**config.mk**
```make
export PLATFORM = sky130hd
export DESIGN_NAME = xburst_mem_flat
export DESIGN_NICKNAME = d
export VERILOG_FILES = /design/src/rtl/xburst_mem_pkg.sv /design/src/rtl/xburst_mem_if.sv /design/src/rtl/xburst_mem_xfifo2.sv /design/src/rtl/xburst_mem.sv /design/src/flat_wrapper.sv
export SDC_FILE = /design/constraint.sdc
export NUM_CORES = 1
export LEC_CHECK = 0
export CELL_PAD_IN_SITES_DETAIL_PLACEMENT = 0
export CELL_PAD_IN_SITES_GLOBAL_PLACEMENT = 1
export CORE_MARGIN = 4
export CORE_UTILIZATION = 35
export CTS_BUF_LIST = sky130_fd_sc_hd__clkbuf_8
export CTS_CLUSTER_SIZE = 24
export DETAILED_ROUTE_END_ITERATION = 7
export PLACE_DENSITY = 0.84
export SLEW_MARGIN = 15
export SYNTH_ARGS = -nofsm -noshare
export SYNTH_HDL_FRONTEND = slang
export SYNTH_SLANG_ARGS = --single-unit
export TNS_END_PERCENT = 50
```
**constraint.sdc**
```tcl
create_clock -name clk_i -period 6.03 [get_ports clk_i]
set_input_delay 1.206 -clock clk_i [delete_from_list [all_inputs] [get_ports clk_i]]
set_output_delay 1.206 -clock clk_i [all_outputs]
set_load 0.1 [all_outputs]
```
**src/rtl/xburst_mem_pkg.sv**
```systemverilog
// xburst_mem_pkg: shared burst responder parameters, FSM encodings and helpers.
package xburst_mem_pkg;
    localparam int ADDR_W_D     = 32;
    localparam int DATA_W_D     = 32;
    localparam int LEN_W_D      = 8;
    localparam int MEM_ADDR_W_D = 10;

    localparam logic [0:0] W_IDLE   = 1'b0;
    localparam logic [0:0] W_BURST  = 1'b1;
    localparam logic [0:0] R_IDLE   = 1'b0;
    localparam logic [0:0] R_ACTIVE = 1'b1;

    // Bytes per beat as a shift; beats per burst are always len+1.
    function automatic int byte_off_w(input int data_w);
        return $clog2(data_w / 8);
    endfunction
endpackage

```
**src/rtl/xburst_mem_if.sv**
```systemverilog
// xburst_mem_if: split write/read burst channels plus the dual-port memory side.
interface xburst_mem_if import xburst_mem_pkg::*; #(
    parameter int ADDR_W     = ADDR_W_D,
    parameter int DATA_W     = DATA_W_D,
    parameter int LEN_W      = LEN_W_D,
    parameter int MEM_ADDR_W = MEM_ADDR_W_D
);
    logic                  s_wvalid_i;
    logic                  s_wready_o;
    logic [ADDR_W-1:0]     s_waddr_i;
    logic [DATA_W-1:0]     s_wdata_i;
    logic [DATA_W/8-1:0]   s_wstrb_i;
    logic [LEN_W-1:0]      s_wlen_i;
    logic                  s_wlast_o;
    logic                  s_rvalid_i;
    logic                  s_rready_o;
    logic [ADDR_W-1:0]     s_raddr_i;
    logic [DATA_W-1:0]     s_rdata_o;
    logic [LEN_W-1:0]      s_rlen_i;
    logic                  s_rlast_o;
    logic                  mem_wen_o;
    logic [MEM_ADDR_W-1:0] mem_waddr_o;
    logic [DATA_W-1:0]     mem_wdata_o;
    logic [DATA_W/8-1:0]   mem_wstrb_o;
    logic                  mem_ren_o;
    logic [MEM_ADDR_W-1:0] mem_raddr_o;
    logic [DATA_W-1:0]     mem_rdata_i;

    modport slave (
        input  s_wvalid_i, s_waddr_i, s_wdata_i, s_wstrb_i, s_wlen_i,
        input  s_rvalid_i, s_raddr_i, s_rlen_i, mem_rdata_i,
        output s_wready_o, s_wlast_o, s_rready_o, s_rdata_o, s_rlast_o,
        output mem_wen_o, mem_waddr_o, mem_wdata_o, mem_wstrb_o, mem_ren_o, mem_raddr_o
    );

    modport master (
        output s_wvalid_i, s_waddr_i, s_wdata_i, s_wstrb_i, s_wlen_i,
        output s_rvalid_i, s_raddr_i, s_rlen_i, mem_rdata_i,
        input  s_wready_o, s_wlast_o, s_rready_o, s_rdata_o, s_rlast_o,
        input  mem_wen_o, mem_waddr_o, mem_wdata_o, mem_wstrb_o, mem_ren_o, mem_raddr_o
    );
endinterface

```
**src/rtl/xburst_mem_xfifo2.sv**
```systemverilog
// xburst_mem_xfifo2: 2-entry register FIFO, head always visible, pop and push may coincide.
module xburst_mem_xfifo2 #(
    parameter int W = 32
) (
    input  logic         clk_i,
    input  logic         rst_i,
    input  logic         i_push,
    input  logic         i_pop,
    input  logic [W-1:0] i_data,
    output logic [W-1:0] o_head,
    output logic [1:0]   o_count
);
    logic [W-1:0] r_d0, r_d1;
    logic [1:0]   r_cnt;

    assign o_head  = r_d0;
    assign o_count = r_cnt;

    always_ff @(posedge clk_i) begin
        if (rst_i) begin
            r_d0  <= '0;
            r_d1  <= '0;
            r_cnt <= '0;
        end else begin
            if (i_pop) begin
                r_d0 <= (i_push && r_cnt == 2'd1) ? i_data : r_d1;
                if (i_push && r_cnt == 2'd2) r_d1 <= i_data;
            end else if (i_push) begin
                if (r_cnt == 2'd0) r_d0 <= i_data;
                else r_d1 <= i_data;
            end
            r_cnt <= r_cnt + {1'b0, i_push} - {1'b0, i_pop};
        end
    end
endmodule

```
**src/rtl/xburst_mem.sv**
```systemverilog
// xburst_mem: burst responder terminating split write/read channels onto a 1R1W word memory.
module xburst_mem import xburst_mem_pkg::*; #(
    parameter int ADDR_W     = ADDR_W_D,
    parameter int DATA_W     = DATA_W_D,
    parameter int LEN_W      = LEN_W_D,
    parameter int MEM_ADDR_W = MEM_ADDR_W_D
) (
    input logic         clk_i,
    input logic         rst_i,
    xburst_mem_if.slave bus
);
    localparam int BOW = byte_off_w(DATA_W);

    logic                  r_wready;
    logic [0:0]            r_wstate;
    logic [LEN_W-1:0]      r_wrem;
    logic [MEM_ADDR_W-1:0] r_waddr;
    logic                  w_wburst, w_wfire;
    logic [MEM_ADDR_W-1:0] w_waddr;

    assign w_wburst = r_wstate == W_BURST;
    assign w_waddr  = w_wburst ? r_waddr : bus.s_waddr_i[BOW +: MEM_ADDR_W];
    assign w_wfire  = bus.s_wvalid_i & r_wready;

    // The memory side is zero-latency; gating with r_wready keeps it quiet while in reset.
    assign bus.s_wready_o  = r_wready;
    assign bus.s_wlast_o   = r_wready & (w_wburst ? r_wrem == '0 : bus.s_wlen_i == '0);
    assign bus.mem_wen_o   = w_wfire;
    assign bus.mem_waddr_o = r_wready ? w_waddr : '0;
    assign bus.mem_wdata_o = r_wready ? bus.s_wdata_i : '0;
    assign bus.mem_wstrb_o = r_wready ? bus.s_wstrb_i : '0;

    // r_wrem counts beats still owed after the current one.
    always_ff @(posedge clk_i) begin
        if (rst_i) begin
            r_wready <= 1'b0;
            r_wstate <= W_IDLE;
            r_wrem   <= '0;
            r_waddr  <= '0;
        end else begin
            r_wready <= 1'b1;
            if (w_wfire) begin
                r_waddr  <= w_waddr + 1'b1;
                r_wrem   <= (w_wburst ? r_wrem : bus.s_wlen_i) - 1'b1;
                r_wstate <= (w_wburst ? r_wrem != '0 : bus.s_wlen_i != '0) ? W_BURST : W_IDLE;
            end
        end
    end

    logic [0:0]            r_rstate;
    logic [MEM_ADDR_W-1:0] r_raddr;
    logic [LEN_W-1:0]      r_rlen, r_sent;
    logic [LEN_W:0]        r_issue;
    logic                  r_inflight;
    logic [1:0]            w_count;
    logic                  w_nempty, w_pop, w_ren;

    assign w_nempty = w_count != 2'd0;
    assign w_pop    = bus.s_rvalid_i & w_nempty;
    // Credit: buffered + in-flight beats never exceed the two FIFO slots.
    assign w_ren    = r_rstate == R_ACTIVE && r_issue <= {1'b0, r_rlen} &&
                      {1'b0, w_count} + {2'b0, r_inflight} < 3'd2 + {2'b0, w_pop};

    assign bus.s_rready_o  = w_nempty;
    assign bus.s_rlast_o   = w_nempty & (r_sent == r_rlen);
    assign bus.mem_ren_o   = w_ren;
    assign bus.mem_raddr_o = r_raddr;

    always_ff @(posedge clk_i) begin
        if (rst_i) begin
            r_rstate   <= R_IDLE;
            r_raddr    <= '0;
            r_rlen     <= '0;
            r_sent     <= '0;
            r_issue    <= '0;
            r_inflight <= 1'b0;
        end else begin
            r_inflight <= w_ren;
            if (r_rstate == R_IDLE) begin
                if (bus.s_rvalid_i) begin
                    r_rstate <= R_ACTIVE;
                    r_raddr  <= bus.s_raddr_i[BOW +: MEM_ADDR_W];
                    r_rlen   <= bus.s_rlen_i;
                    r_issue  <= '0;
                    r_sent   <= '0;
                end
            end else begin
                if (w_ren) begin
                    r_raddr <= r_raddr + 1'b1;
                    r_issue <= r_issue + 1'b1;
                end
                if (w_pop) begin
                    r_sent <= r_sent + 1'b1;
                    if (bus.s_rlast_o) r_rstate <= R_IDLE;
                end
            end
        end
    end

    xburst_mem_xfifo2 #(.W(DATA_W)) u_fifo (
        .clk_i   (clk_i),
        .rst_i   (rst_i),
        .i_push  (r_inflight),
        .i_pop   (w_pop),
        .i_data  (bus.mem_rdata_i),
        .o_head  (bus.s_rdata_o),
        .o_count (w_count)
    );
endmodule

```
**src/flat_wrapper.sv**
```systemverilog
// flat-port wrapper written by rule: the top's interface ports become plain ports
module xburst_mem_flat import xburst_mem_pkg::*;
#(
    parameter int ADDR_W     = ADDR_W_D,
    parameter int DATA_W     = DATA_W_D,
    parameter int LEN_W      = LEN_W_D,
    parameter int MEM_ADDR_W = MEM_ADDR_W_D
)
  (clk_i, rst_i, bus_s_wvalid_i, bus_s_waddr_i, bus_s_wdata_i, bus_s_wstrb_i, bus_s_wlen_i, bus_s_rvalid_i, bus_s_raddr_i, bus_s_rlen_i, bus_mem_rdata_i, bus_s_wready_o, bus_s_wlast_o, bus_s_rready_o, bus_s_rdata_o, bus_s_rlast_o, bus_mem_wen_o, bus_mem_waddr_o, bus_mem_wdata_o, bus_mem_wstrb_o, bus_mem_ren_o, bus_mem_raddr_o);
  xburst_mem_if #(.ADDR_W(ADDR_W), .DATA_W(DATA_W), .LEN_W(LEN_W), .MEM_ADDR_W(MEM_ADDR_W)) bus_i ();
  input logic clk_i;
  input logic rst_i;
  input wire logic [$bits(bus_i.s_wvalid_i)-1:0] bus_s_wvalid_i;
  input wire logic [$bits(bus_i.s_waddr_i)-1:0] bus_s_waddr_i;
  input wire logic [$bits(bus_i.s_wdata_i)-1:0] bus_s_wdata_i;
  input wire logic [$bits(bus_i.s_wstrb_i)-1:0] bus_s_wstrb_i;
  input wire logic [$bits(bus_i.s_wlen_i)-1:0] bus_s_wlen_i;
  input wire logic [$bits(bus_i.s_rvalid_i)-1:0] bus_s_rvalid_i;
  input wire logic [$bits(bus_i.s_raddr_i)-1:0] bus_s_raddr_i;
  input wire logic [$bits(bus_i.s_rlen_i)-1:0] bus_s_rlen_i;
  input wire logic [$bits(bus_i.mem_rdata_i)-1:0] bus_mem_rdata_i;
  output wire logic [$bits(bus_i.s_wready_o)-1:0] bus_s_wready_o;
  output wire logic [$bits(bus_i.s_wlast_o)-1:0] bus_s_wlast_o;
  output wire logic [$bits(bus_i.s_rready_o)-1:0] bus_s_rready_o;
  output wire logic [$bits(bus_i.s_rdata_o)-1:0] bus_s_rdata_o;
  output wire logic [$bits(bus_i.s_rlast_o)-1:0] bus_s_rlast_o;
  output wire logic [$bits(bus_i.mem_wen_o)-1:0] bus_mem_wen_o;
  output wire logic [$bits(bus_i.mem_waddr_o)-1:0] bus_mem_waddr_o;
  output wire logic [$bits(bus_i.mem_wdata_o)-1:0] bus_mem_wdata_o;
  output wire logic [$bits(bus_i.mem_wstrb_o)-1:0] bus_mem_wstrb_o;
  output wire logic [$bits(bus_i.mem_ren_o)-1:0] bus_mem_ren_o;
  output wire logic [$bits(bus_i.mem_raddr_o)-1:0] bus_mem_raddr_o;
  assign bus_i.s_wvalid_i = bus_s_wvalid_i;
  assign bus_i.s_waddr_i = bus_s_waddr_i;
  assign bus_i.s_wdata_i = bus_s_wdata_i;
  assign bus_i.s_wstrb_i = bus_s_wstrb_i;
  assign bus_i.s_wlen_i = bus_s_wlen_i;
  assign bus_i.s_rvalid_i = bus_s_rvalid_i;
  assign bus_i.s_raddr_i = bus_s_raddr_i;
  assign bus_i.s_rlen_i = bus_s_rlen_i;
  assign bus_i.mem_rdata_i = bus_mem_rdata_i;
  assign bus_s_wready_o = bus_i.s_wready_o;
  assign bus_s_wlast_o = bus_i.s_wlast_o;
  assign bus_s_rready_o = bus_i.s_rready_o;
  assign bus_s_rdata_o = bus_i.s_rdata_o;
  assign bus_s_rlast_o = bus_i.s_rlast_o;
  assign bus_mem_wen_o = bus_i.mem_wen_o;
  assign bus_mem_waddr_o = bus_i.mem_waddr_o;
  assign bus_mem_wdata_o = bus_i.mem_wdata_o;
  assign bus_mem_wstrb_o = bus_i.mem_wstrb_o;
  assign bus_mem_ren_o = bus_i.mem_ren_o;
  assign bus_mem_raddr_o = bus_i.mem_raddr_o;
  xburst_mem #(.ADDR_W(ADDR_W), .DATA_W(DATA_W), .LEN_W(LEN_W), .MEM_ADDR_W(MEM_ADDR_W)) u_core (.clk_i(clk_i), .rst_i(rst_i), .bus(bus_i));
endmodule
```
* After elaboration in Yosys (flattened, before gate mapping)
Index checks and enable logic that the tools add are counted.
Cells by class: reductions and logical operators 18, $lt $le $gt $ge 2, multiplexer cells 30, add/sub/neg operators 9, equality and inequality tests 7, bitwise gates (word level) 5
Operator list (number):
- 2-to-1 mux 32 bit | 9
- 2-to-1 mux 10 bit | 5
- 2-to-1 mux 8 bit | 4
- 2-to-1 mux 9 bit | 3
- adder 10 x 1 -> 10 bit, second input constant | 2
- zero test 8 bit | 2
- nonzero test 8 bit | 2
- adder 9 x 1 -> 9 bit, second input constant | 1
- less-or-equal comparator 9 x 8 -> 1 bit | 1
- adder 8 x 1 -> 8 bit, second input constant | 1
- equality test 8 bit | 1
- 2-to-1 mux 1 bit | 8
- AND reduction 2 bit | 4
- nonzero test 2 bit | 4
- subtractor 8 x 1 -> 8 bit, second input constant | 1
- inequality test 2 bit, second input constant | 3
- AND 1 bit | 4
- logical AND 1 bit | 4
- 2-to-1 mux 4 bit | 1
- adder 2 x 1 -> 3 bit | 1
- adder 2 x 1 -> 3 bit, first input constant | 1
- less-than comparator 3 bit | 1
- AND reduction 3 bit | 1
- adder 2 x 1 -> 2 bit | 1
- other kinds (6) | 6
Word-level totals: logic and storage cells 84, output and inout port bits 94, input port bits 152, flip-flop bits (word level) 123

* Logic depth before layout (Yosys ltp)
Gate-level depths: netlist (run 1).
word-level depth 7, mapped depth 11, depth with buffers taken out 8

* Modules after synthesis
A second synthesis (run 1) with hierarchy kept.
Second synthesis, totals: cells, all modules 836, area total of the unflattened synthesis 6615.1 um2
Modules (own cells, without submodules):
- xburst_mem | area an instance 3978.8 um2, times used 1, sequential area each 1141.1 um2, cells an instance 502
- xburst_mem_xfifo2 | area an instance 2636.3 um2, times used 1, sequential area each 1321.3 um2, cells an instance 334

* Least setup slack after synthesis (run 1)
Ideal clock, no wire load.
path type flip-flop to output port, start reg u_core.r_sent[3], end out bus_s_rlast_o, cell stages (with the launch flop) 4, data required time 4824 ps, slack 1268 ps, arrival time 3556 ps, path buffers 0, cells stage by stage dfxtp_1 xnor2_1 nand3_1 nor4_1
On the way: word-level cells in the longest chain between the ends 2
RTL lines:
- from (decl) | line xburst_mem.sv:52 | logic [LEN_W-1:0] r_rlen, r_sent;
- from (signal assigned) | line xburst_mem.sv:93 | r_sent <= r_sent + 1'b1;
- equality test 8 bit | line xburst_mem.sv:65 | assign bus.s_rlast_o = w_nempty & (r_sent == r_rlen);
- AND 1 bit | line xburst_mem.sv:65
- to (decl) | line flat_wrapper.sv:26 | output wire logic [$bits(bus_i.s_rlast_o)-1:0] bus_s_rlast_o;
Every way passes these cells.

* Final worst setup path (run 1)
start in bus_s_waddr_i[6], end out bus_mem_waddr_o[4]
On the way: word-level cells in the longest chain between the ends 2
RTL lines:
- from (decl) | line flat_wrapper.sv:14 | input wire logic [$bits(bus_i.s_waddr_i)-1:0] bus_s_waddr_i;
- 2-to-1 mux 10 bit | line xburst_mem.sv:22 | assign w_waddr = w_wburst ? r_waddr : bus.s_waddr_i[BOW +: MEM_ADDR_W];
- 2-to-1 mux 10 bit | line xburst_mem.sv:29 | assign bus.mem_waddr_o = r_wready ? w_waddr : '0;
- to (decl) | line flat_wrapper.sv:28 | output wire logic [$bits(bus_i.mem_waddr_o)-1:0] bus_mem_waddr_o;
Every way passes these cells.

==> results of run 1 <==
==> cells in the final DEF, fill, tap and decap left out, types with 7 or more instances in the layout <==
master,n
clkdlybuf4s50_1,197
nor2_1,59
inv_1,22
and3_1,7
o211ai_1,14
xnor2_1,12
nand4_1,11
ha_1,18
xor2_1,7
nand3b_1,8
dfxtp_1,122
a31oi_1,15
clkbuf_8,19
buf_4,15
a211oi_1,38
a21oi_1,76
nand3_1,18
o21ai_0,17
and2_1,44
mux2i_1,44
nand2_1,123
nor2b_1,16
==> where the power goes <==
group | switching [mW] | internal, mW | leakage [nW]
registers | 0.0826 | 0.922 | 1.00
logic | 1.13 | 0.436 | 2.22
clock network | 0.333 | 0.342 | 0.184
total | 1.54 | 1.70 | 3.41
==> critical path, cell delays in order <==
cell and delay (ps):
clkdlybuf4s50_1 570, nor2b_1 190, a21oi_1 80, nor2b_1 170
clkdlybuf4s50_1 1150
==> registers in the layout, indices dropped and copies added, names as in the netlist, 2 cells and up <==
register                flops
u_core.bus.mem_raddr_o     10
u_core.u_fifo.o_head       32
u_core.r_waddr             10
u_core.u_fifo.r_d1         32
u_core.r_sent               8
u_core.u_fifo.o_count       2
u_core.r_wrem               8
u_core.r_issue              9
u_core.r_rlen               8
==> cells by family (layout without fill, tap and decap cells) <==
kind of cell,after synthesis,in the layout,share of synthesized area [%]
xor+xnor,19,19,2.53
flops,123,123,37.4
simple gates,317,317,23.7
fa+ha+maj,18,18,3.42
mux,48,48,7.37
buf+inv,76,263,5.38
compound gates,203,203,20.2
==> final cells by class <==
class,instances,area [µm²]
Fill cell,1766,9130
Multi-Input combinational cell,605,3800
Sequential cell,123,2460
Timing Repair Buffer,212,2080
Tap cell,229,287
Clock buffer,19,262
Clock inverter,12,103
Inverter,20,75.1
==> stage by stage <==
step                      instances  worst slack [ps]
after floorplan                 804              1270
after global placement         1189              1490
after detailed placement       1189              1470
after CTS                      1220              1470
after global routing           1220              1360
final                          1220              1470
==> synthesized netlist by cell type, types with 3 or more instances <==
library cell    n
clkbuf_1       35
a31o_2          4
ha_1           18
a221oi_1        3
nor3_1          4
nand3b_1        8
or4_1           3
a311oi_1        4
o211ai_1       14
nand2_1       123
o21ai_0        17
inv_1          19
a211oi_1       39
o31ai_1         3
xnor2_1        12
nor4_1          4
buf_2          12
nor4b_1         3
a211o_1         3
or3_1           4
and2_1         44
mux2_2          4
nor2b_1        16
nand2b_1        4
xor2_1          7
dfxtp_1       123
buf_6           3
o32ai_1         4
nand4_1        11
nand3_1        18
mux2i_1        44
a31oi_1        15
and3_1          7
a21oi_1        76
nor2_1         59
==> worst min path at each step <==
stage | from | end | cells after the start
final | u_core.u_fifo.r_d1[1] | u_core.u_fifo.r_d1[1] | 2
after global routing | u_core.u_fifo.r_d1[22] | u_core.u_fifo.r_d1[22] | 2
after CTS | u_core.u_fifo.r_d1[16] | u_core.u_fifo.r_d1[16] | 2
after detailed placement | u_core.u_fifo.r_d1[16] | u_core.u_fifo.r_d1[16] | 2
after global placement | u_core.u_fifo.r_d1[22] | u_core.u_fifo.r_d1[22] | 2
after floorplan | u_core.u_fifo.r_d1[0] | u_core.u_fifo.r_d1[0] | 2
==> metal layers <==
layer	track usage, %	part of all wire, %	routed length [µm]
met1	23.0	47	8640
met5	0	0	0
met2	28.1	48	8760
met3	3.68	4.5	835
met4	4.94	0.99	183
==> flow_summary.toml, run 1 <==
[synth]
yosys.area.top_type = "dfxtp_1"
synthCells = 804
syn-cell-area_um2 = 6590
synth_top_area_share_pct = 37.4
synth_ff_type = "dfxtp_1"
synth-warning-count = 0
async_reset_ff_share_pct = 0
synth_nets = 974
seq_area_frac_synth_pct = 37.4
synth_edf_count = 0
ys_top_cells_by_area = "dfxtp_1 37%, nand2_1 7.0%, mux2i_1 6.7%, a21oi_1 5.8%, a211oi_1 4.4%"
avgSynthCellArea_um2 = 8.19
ys_seq_elements = 123
yosysUniqueCellTypes = 64

[grt]
grt-ovfl-total = 0
grt_pass1_wl_mm = 30.5
grt_max_degree = 91
grt_pass1_vias = 5768
grt_usage_pct = 17.2
antenna_found_initial = 0

[clocking]
cts_hold_buf = 0
cts_max_path_buffers = 2
htreeDepth = 4
post_cts_buffers = 0
cts_buffers = 17
cts-root-buf = "clkbuf_8"
worstSkewPairLatency_ps = 440
cts_num_sinks = 123
cts_tree = "yes"
clk_pin_slew_ps = 60
cts_resized = 0

[timing]
slew_violations = 0
hold_viol = 0
fin_skew_ps = 13.0
tns_ps = 0
min_period_ps = 4560
fin_crit_sh_pct = 75.7
tightest_slew_ps = 1020
setup_viol = 0
clock.fmax_ghz = 0.219
rsz0062_at_grt = "false"
maxSlewHeadroom_pct = 31.6
hold-worst-slack_ps = 453

[power_and_ir_drop]
p_per_area_nw_per_um2 = 357
p_total_mw = 3.24
p_leak_nw = 3.41
vdd_drop_max_mv = 0.263

[floorplan]
io_pins = 246
die_w_um = 145
dieArea_um2 = 21100
start_util_pct = 36.2
placeableCoreArea_um2 = 18200
rows = 49
die_h_um = 145

[route]
drc_errors = 0
vias = 6201
viasPerCell = 5.08
initialDrtViolationCount = 433
drt-wirelength-per-cell_um = 15.1
firstDrtPassIters = 4
wirelength_mm = 18.4
ant_nets = 0

[cells_and_area]
n_antenna_cell = 0
layout.nets = 1149
layout-drive-gt1-share_pct = 6.86
stdcell_area_um2 = 9080
areaGrowthSynthToFinish_pct = 37.8
utilization_pct = 49.9

[critical_path]
cp-end-kind = "primary output"
critPathLaunchType = "input port"
r2r_cells = 9
r2r_slack_ps = 3110
worstPathRequired_ps = 4820
r2r-end = "u_core.r_waddr[8]"
worst-setup-path-type = "in2out"
cp.arrival_ps = 3360
startpoint = "bus_s_waddr_i[6]"
path_max_fanout = 3
endpoint = "bus_mem_waddr_o[4]"
r2r_start = "u_core.r_wstate"

[placement]
place_area_um2 = 8710
gp_congestion = 0.791
port-buffer-count = 201
hpwl_mm = 12.8

[job]
cap_viol_max_count = 0

[hold_path]
hp-class = "reg2reg"

[outcome]
status = "completed"
Note: power is estimated with default switching activity, not from simulation.
==> inputs of run 2 (changes only) <==
- CORE_UTILIZATION: 35 -> 33
- PLACE_DENSITY: 0.84 -> 0.8
- clock period: 6.03 -> 4.5 ns (I/O delays scaled with it)
==> run 2 against run 1 <==
Net effect: non-clock buffer count grew 3; final cell count grew 3.3%; utilization is 2.8 points lower; via count increased by 1.1%; die area up 5.7%; combinational power grew 37%; worst setup slack lost 690 ps; largest power group unchanged; highest routed layer unchanged; worst hold slack is essentially flat; sequential power up 33%; register-to-register slack got worse by 1100 ps; global-route usage down 0.69 points; routed wire length is 2.8% higher.
==> flow_summary.toml, run 2 (synthesis gave the netlist of run 1 again) <==
[critical_path]
cp.arrival_ps = 2830
worst-setup-path-type = "in2out"
worstPathRequired_ps = 3600
slowest_stage = "clkdlybuf4s50_1"
r2r-end = "u_core.r_waddr[8]"
r2r_slack_ps = 1990
crit_top_cell = "o21ai_2"
r2r_cells = 9
r2r_start = "u_core.r_wstate"
path_cells = "clkdlybuf4s50_1, o21ai_2, o21ai_2, and2_1, nand2_1, inv_1, buf_12"
crit_path_max_incr_delay_ps = 810
path_max_fanout = 8
cpLargestDelayFamily = "buffers and inverters"
critPathLaunchType = "input port"
cp-end-kind = "primary output"
worst-path-buf-inv = 3

[clocking]
cts-root-buf = "clkbuf_8"
cts_max_path_buffers = 2
worstSkewPairLatency_ps = 440
cts_resized = 0
cts_hold_buf = 0
cts_num_sinks = 123
cts_buffers = 17
cts_tree = "yes"
htreeDepth = 4
clk_pin_slew_ps = 70
post_cts_buffers = 0

[floorplan]
io_pins = 246
die_h_um = 149
rows = 51
placeableCoreArea_um2 = 19500
die_w_um = 149
dieArea_um2 = 22300
start_util_pct = 33.7

[power_and_ir_drop]
p_per_area_nw_per_um2 = 509
p_sw_mw = 2.11
switching_share_pct = 45.1
clkPwrFrac_pct = 25.8
p_leak_nw = 3.56
internal_power_mw = 2.56
vdd_drop_max_mv = 0.247
pwr-share-seq_pct = 28.6
comb_power_share_pct = 45.6

[route]
ant_nets = 0
vias = 6272
initialDrtViolationCount = 225
wirelength_mm = 18.9
drc_errors = 0
firstDrtPassIters = 5
viasPerCell = 4.98
drt-wirelength-per-cell_um = 15.0

[timing]
tightest_slew_ps = 1040
fin_crit_sh_pct = 82.8
slew_violations = 0
fin_skew_ps = 9.63
rsz0062_at_grt = "false"
hold_viol = 0
setup_slack_ps = 773
setup_viol = 0
maxSlewHeadroom_pct = 30.7
clock.fmax_ghz = 0.268
min_period_ps = 3730
tns_ps = 0

[hold_path]
holdPathStages = 2
worst_hold_startpoint = "u_core.u_fifo.r_d1[18]"
whs_endpoint = "u_core.u_fifo.r_d1[18]"
hp-class = "reg2reg"

[grt]
grt-busiest-layer = "met2"
antenna_found_initial = 0
grt-ovfl-total = 0
grt_pass1_wl_mm = 30.1
use_met3_pct = 3.74
met2_usage_pct = 27.6
grt_use_met1_pct = 21.3
grt_max_degree = 68
grt_pass1_vias = 5776
grt_usage_pct = 16.5

[placement]
port-buffer-count = 201
place_area_um2 = 8680
hpwl_mm = 13.2
gp_congestion = 0.788
dpl_worst_slack_ps = 732

[cells_and_area]
layout-drive-gt1-share_pct = 12.2
utilization_pct = 47.1
final_common_cell = "clkdlybuf4s50_1"
stdcell_area_um2 = 9190
layout.nets = 1152
n_antenna_cell = 0
mostFrequentLayoutCells = "150 x clkdlybuf4s50_1, 123 x nand2_1, 123 x dfxtp_1"
areaGrowthSynthToFinish_pct = 39.5

[job]
cap_viol_max_count = 0

[outcome]
status = "completed"
==> run 2: cell count changes in the layout (fill, tap and decap cells not counted), sizes merged <==
cell,change
clkinv,+1
clkbuf,-1
buf,+50
inv,-2
bufinv,+5
clkinvlp,-2
clkdlybuf4s50,-47
==> run 2: power groups by stage <==
stage / clock, mW / sequential (mW) / combinational, mW
floorplan: 0 / 2.07 / 0.875
global placement: 0 / 1.36 / 2.13
detailed placement: 0 / 1.36 / 2.13
CTS: 1.24 / 1.34 / 2.14
global route: 1.28 / 1.36 / 2.25
finish: 1.21 / 1.33 / 2.13
==> run 2: area by class of cell <==
type                       count  area [µm²]
sequential                   123        2460
clock inverter                14         240
multi-input combinational    605        3800
clock buffer                  18         248
timing repair buffer         215        2030
tap                          265         332
fill                        1949       10300
inverter                      20        75.1
==> run 2: tightest hold or removal path: cells and delay by family, from the launching register on <==
| kind | cells | cell delay (ps) |
|---|---|---|
| simple gates | 1 | 50 |
| flops | 1 | 310 |
| compound gates | 1 | 50 |
==> run 2: worst max-delay path by stage <==
stage / start / endpoint / slack [ps] / depth (start not counted)
detailed placement: bus_s_rvalid_i / bus_mem_ren_o / 730 / 7
global placement: bus_s_rvalid_i / bus_mem_ren_o / 780 / 7
global route: bus_s_rvalid_i / bus_mem_ren_o / 630 / 7
CTS: bus_s_rvalid_i / bus_mem_ren_o / 720 / 7
finish: bus_s_rvalid_i / bus_mem_ren_o / 770 / 7
floorplan: u_core.r_sent[3] / bus_s_rlast_o / 40 / 3
==> run 2: routing by layer <==
metal | share of wire (%) | up-vias
met1 | 45 | 2898
met4 | 1.3 | 0
li1 | - | 3212
met5 | 0 | -
met2 | 48 | 138
met3 | 5.2 | 24
==> run 2: metrics by stage <==
step | cells | total power [mW] | hold WS, ps
3_3_place_gp | 1227 | 3.48 | 440
4_1_cts | 1259 | 4.71 | 456
5_1_grt | 1260 | 4.89 | 476
3_5_place_dp | 1227 | 3.49 | 446
2_1_floorplan | 804 | 2.94 | 436
6_report | 1260 | 4.67 | 453
==> inputs of run 3 (changes only) <==
- CORE_UTILIZATION: 33 -> 30
- PLACE_DENSITY: 0.8 -> 0.77
- clock period: 4.5 -> 3.25 ns (I/O delays scaled with it)
==> run 3 against run 2 <==
Net effect: routed wire length increased by 4.8%; first-iteration DRC count rose by 26%; utilization shrank 3.7 points; worst hold slack about the same; largest power group unchanged; global-route usage down 0.83 points.
==> flow_summary.toml, run 3 (synthesis gave the netlist of run 1 again) <==
[critical_path]
cp-end-kind = "primary output"
worst-path-buf-inv = 2
r2r-end = "u_core.u_fifo.o_head[30]"
path_max_fanout = 4
path_cells = "clkdlybuf4s50_1, nor4_1, nand3_1, o31ai_1, and2_1, buf_12"
r2r_slack_ps = 790
crit_path_max_incr_delay_ps = 520
worstPathRequired_ps = 2600
worst-setup-path-type = "in2out"
cpLargestDelayFamily = "simple AND/OR/NAND/NOR gates"
cp.arrival_ps = 2340
r2r_start = "u_core.u_fifo.o_count[1]"
r2r_cells = 6
slowest_stage = "nor4_1"
critPathLaunchType = "input port"

[placement]
port-buffer-count = 201
gp_congestion = 0.781
placed_cells = 1243
place_area_um2 = 8810
hpwl_mm = 14.3

[cells_and_area]
layoutNonFillerInstCount = 1273
stdcell_area_um2 = 9220
areaGrowthSynthToFinish_pct = 40.0
layout-drive-gt1-share_pct = 17.2
num-fill-cells = 2121
layout.nets = 1157
n_antenna_cell = 0
mostFrequentLayoutCells = "123 x nand2_1, 123 x dfxtp_1, 106 x clkdlybuf4s50_1"

[timing]
slew_violations = 0
hold-worst-slack_ps = 453
clock.fmax_ghz = 0.334
maxSlewHeadroom_pct = 34.5
hold_viol = 0
rsz0062_at_grt = "false"
tightest_slew_ps = 979
min_period_ps = 2990
fin_crit_sh_pct = 92.0
tns_ps = 0
fin_skew_ps = 11.5
setup_viol = 0

[floorplan]
rows = 53
dieArea_um2 = 24400
io_pins = 246
placeableCoreArea_um2 = 21300
die_w_um = 156
die_h_um = 156
start_util_pct = 30.9

[hold_path]
hp-class = "reg2reg"
worst_hold_startpoint = "u_core.u_fifo.r_d1[3]"
holdPathStages = 2
whs_endpoint = "u_core.u_fifo.r_d1[3]"

[clocking]
cts_max_path_buffers = 2
cts-root-buf = "clkbuf_8"
clk_pin_slew_ps = 70
htreeDepth = 4
cts_num_sinks = 123
cts_hold_buf = 0
post_cts_buffers = 0
cts_buffers = 17
cts_tree = "yes"
cts_resized = 0
worstSkewPairLatency_ps = 450

[grt]
grt-busiest-layer = "met2"
grt_max_degree = 45
grt_use_met1_pct = 19.5
grt_pass1_vias = 5893
antenna_found_initial = 0
grt_pass1_wl_mm = 30.9
grt-ovfl-total = 0
met2_usage_pct = 26.6
grt_usage_pct = 15.7
use_met3_pct = 3.72

[route]
wirelength_mm = 19.8
drc_errors = 0
vias = 6358
firstDrtPassIters = 5
drt-wirelength-per-cell_um = 15.6
initialDrtViolationCount = 284
viasPerCell = 4.99
ant_nets = 0

[power_and_ir_drop]
vdd_drop_max_mv = 0.302
p_leak_nw = 3.68
p_per_area_nw_per_um2 = 678

[outcome]
status = "completed"

[job]
cap_viol_max_count = 0
run 3: cell types whose count changed in the layout (fill, tap and decap cells not counted), sizes merged:
cell,delta
buf,+49
clkdlybuf4s50,-44
inv,-1
bufinv,-3
clkbuf,+2
run 3: worst max path at each step:
stage	start	end	slack [ps]	cells after the start
global route	u_core.r_rlen[6]	bus_mem_ren_o	70	8
floorplan	u_core.bus.s_wready_o	bus_mem_waddr_o[3]	-30	2
CTS	u_core.r_rlen[6]	bus_mem_ren_o	230	8
global placement	bus_s_wlen_i[2]	bus_s_wlast_o	330	6
finish	bus_s_wlen_i[2]	bus_s_wlast_o	260	6
detailed placement	bus_s_wlen_i[2]	bus_s_wlast_o	250	6
run 3: routing by layer:
layer  routed length [µm]  share of wire [%]
met4                  344                1.7
met2                 9660                 49
met1                 8520                 43
met3                 1320                6.6
met5                    0                  0
run 3: area by class of cell:
cell class                 count  area, µm²  area share (%)
multi-input combinational    605       3820            41.4
sequential                   123       2460            26.7
timing repair buffer         220       2100            22.8
tap                          275        344            3.73
clock buffer                  20        275            2.98
clock inverter                10        141            1.53
inverter                      20       75.1           0.814
run 3: stage by stage:
step | power [mW] | setup WS, ps | utilization (%)
2_1_floorplan | 4.08 | -26.2 | -
3_5_place_dp | 4.86 | 245 | 41.4
5_1_grt | 6.56 | 73.3 | 43.3
4_1_cts | 6.34 | 233 | 43.3
6_report | 6.26 | 258 | 43.3
3_3_place_gp | 4.85 | 330 | 41.4
run 3: power by group:
group          switching (mW)  internal (mW)  total (mW)
registers               0.144           1.71        1.85
logic                    2.14          0.810        2.95
clock network           0.639          0.813        1.45
run 3: worst min-delay path: stages (launching register included):
cell and delay, ps:
dfxtp_1 310, nand2_1 50, a21oi_1 50
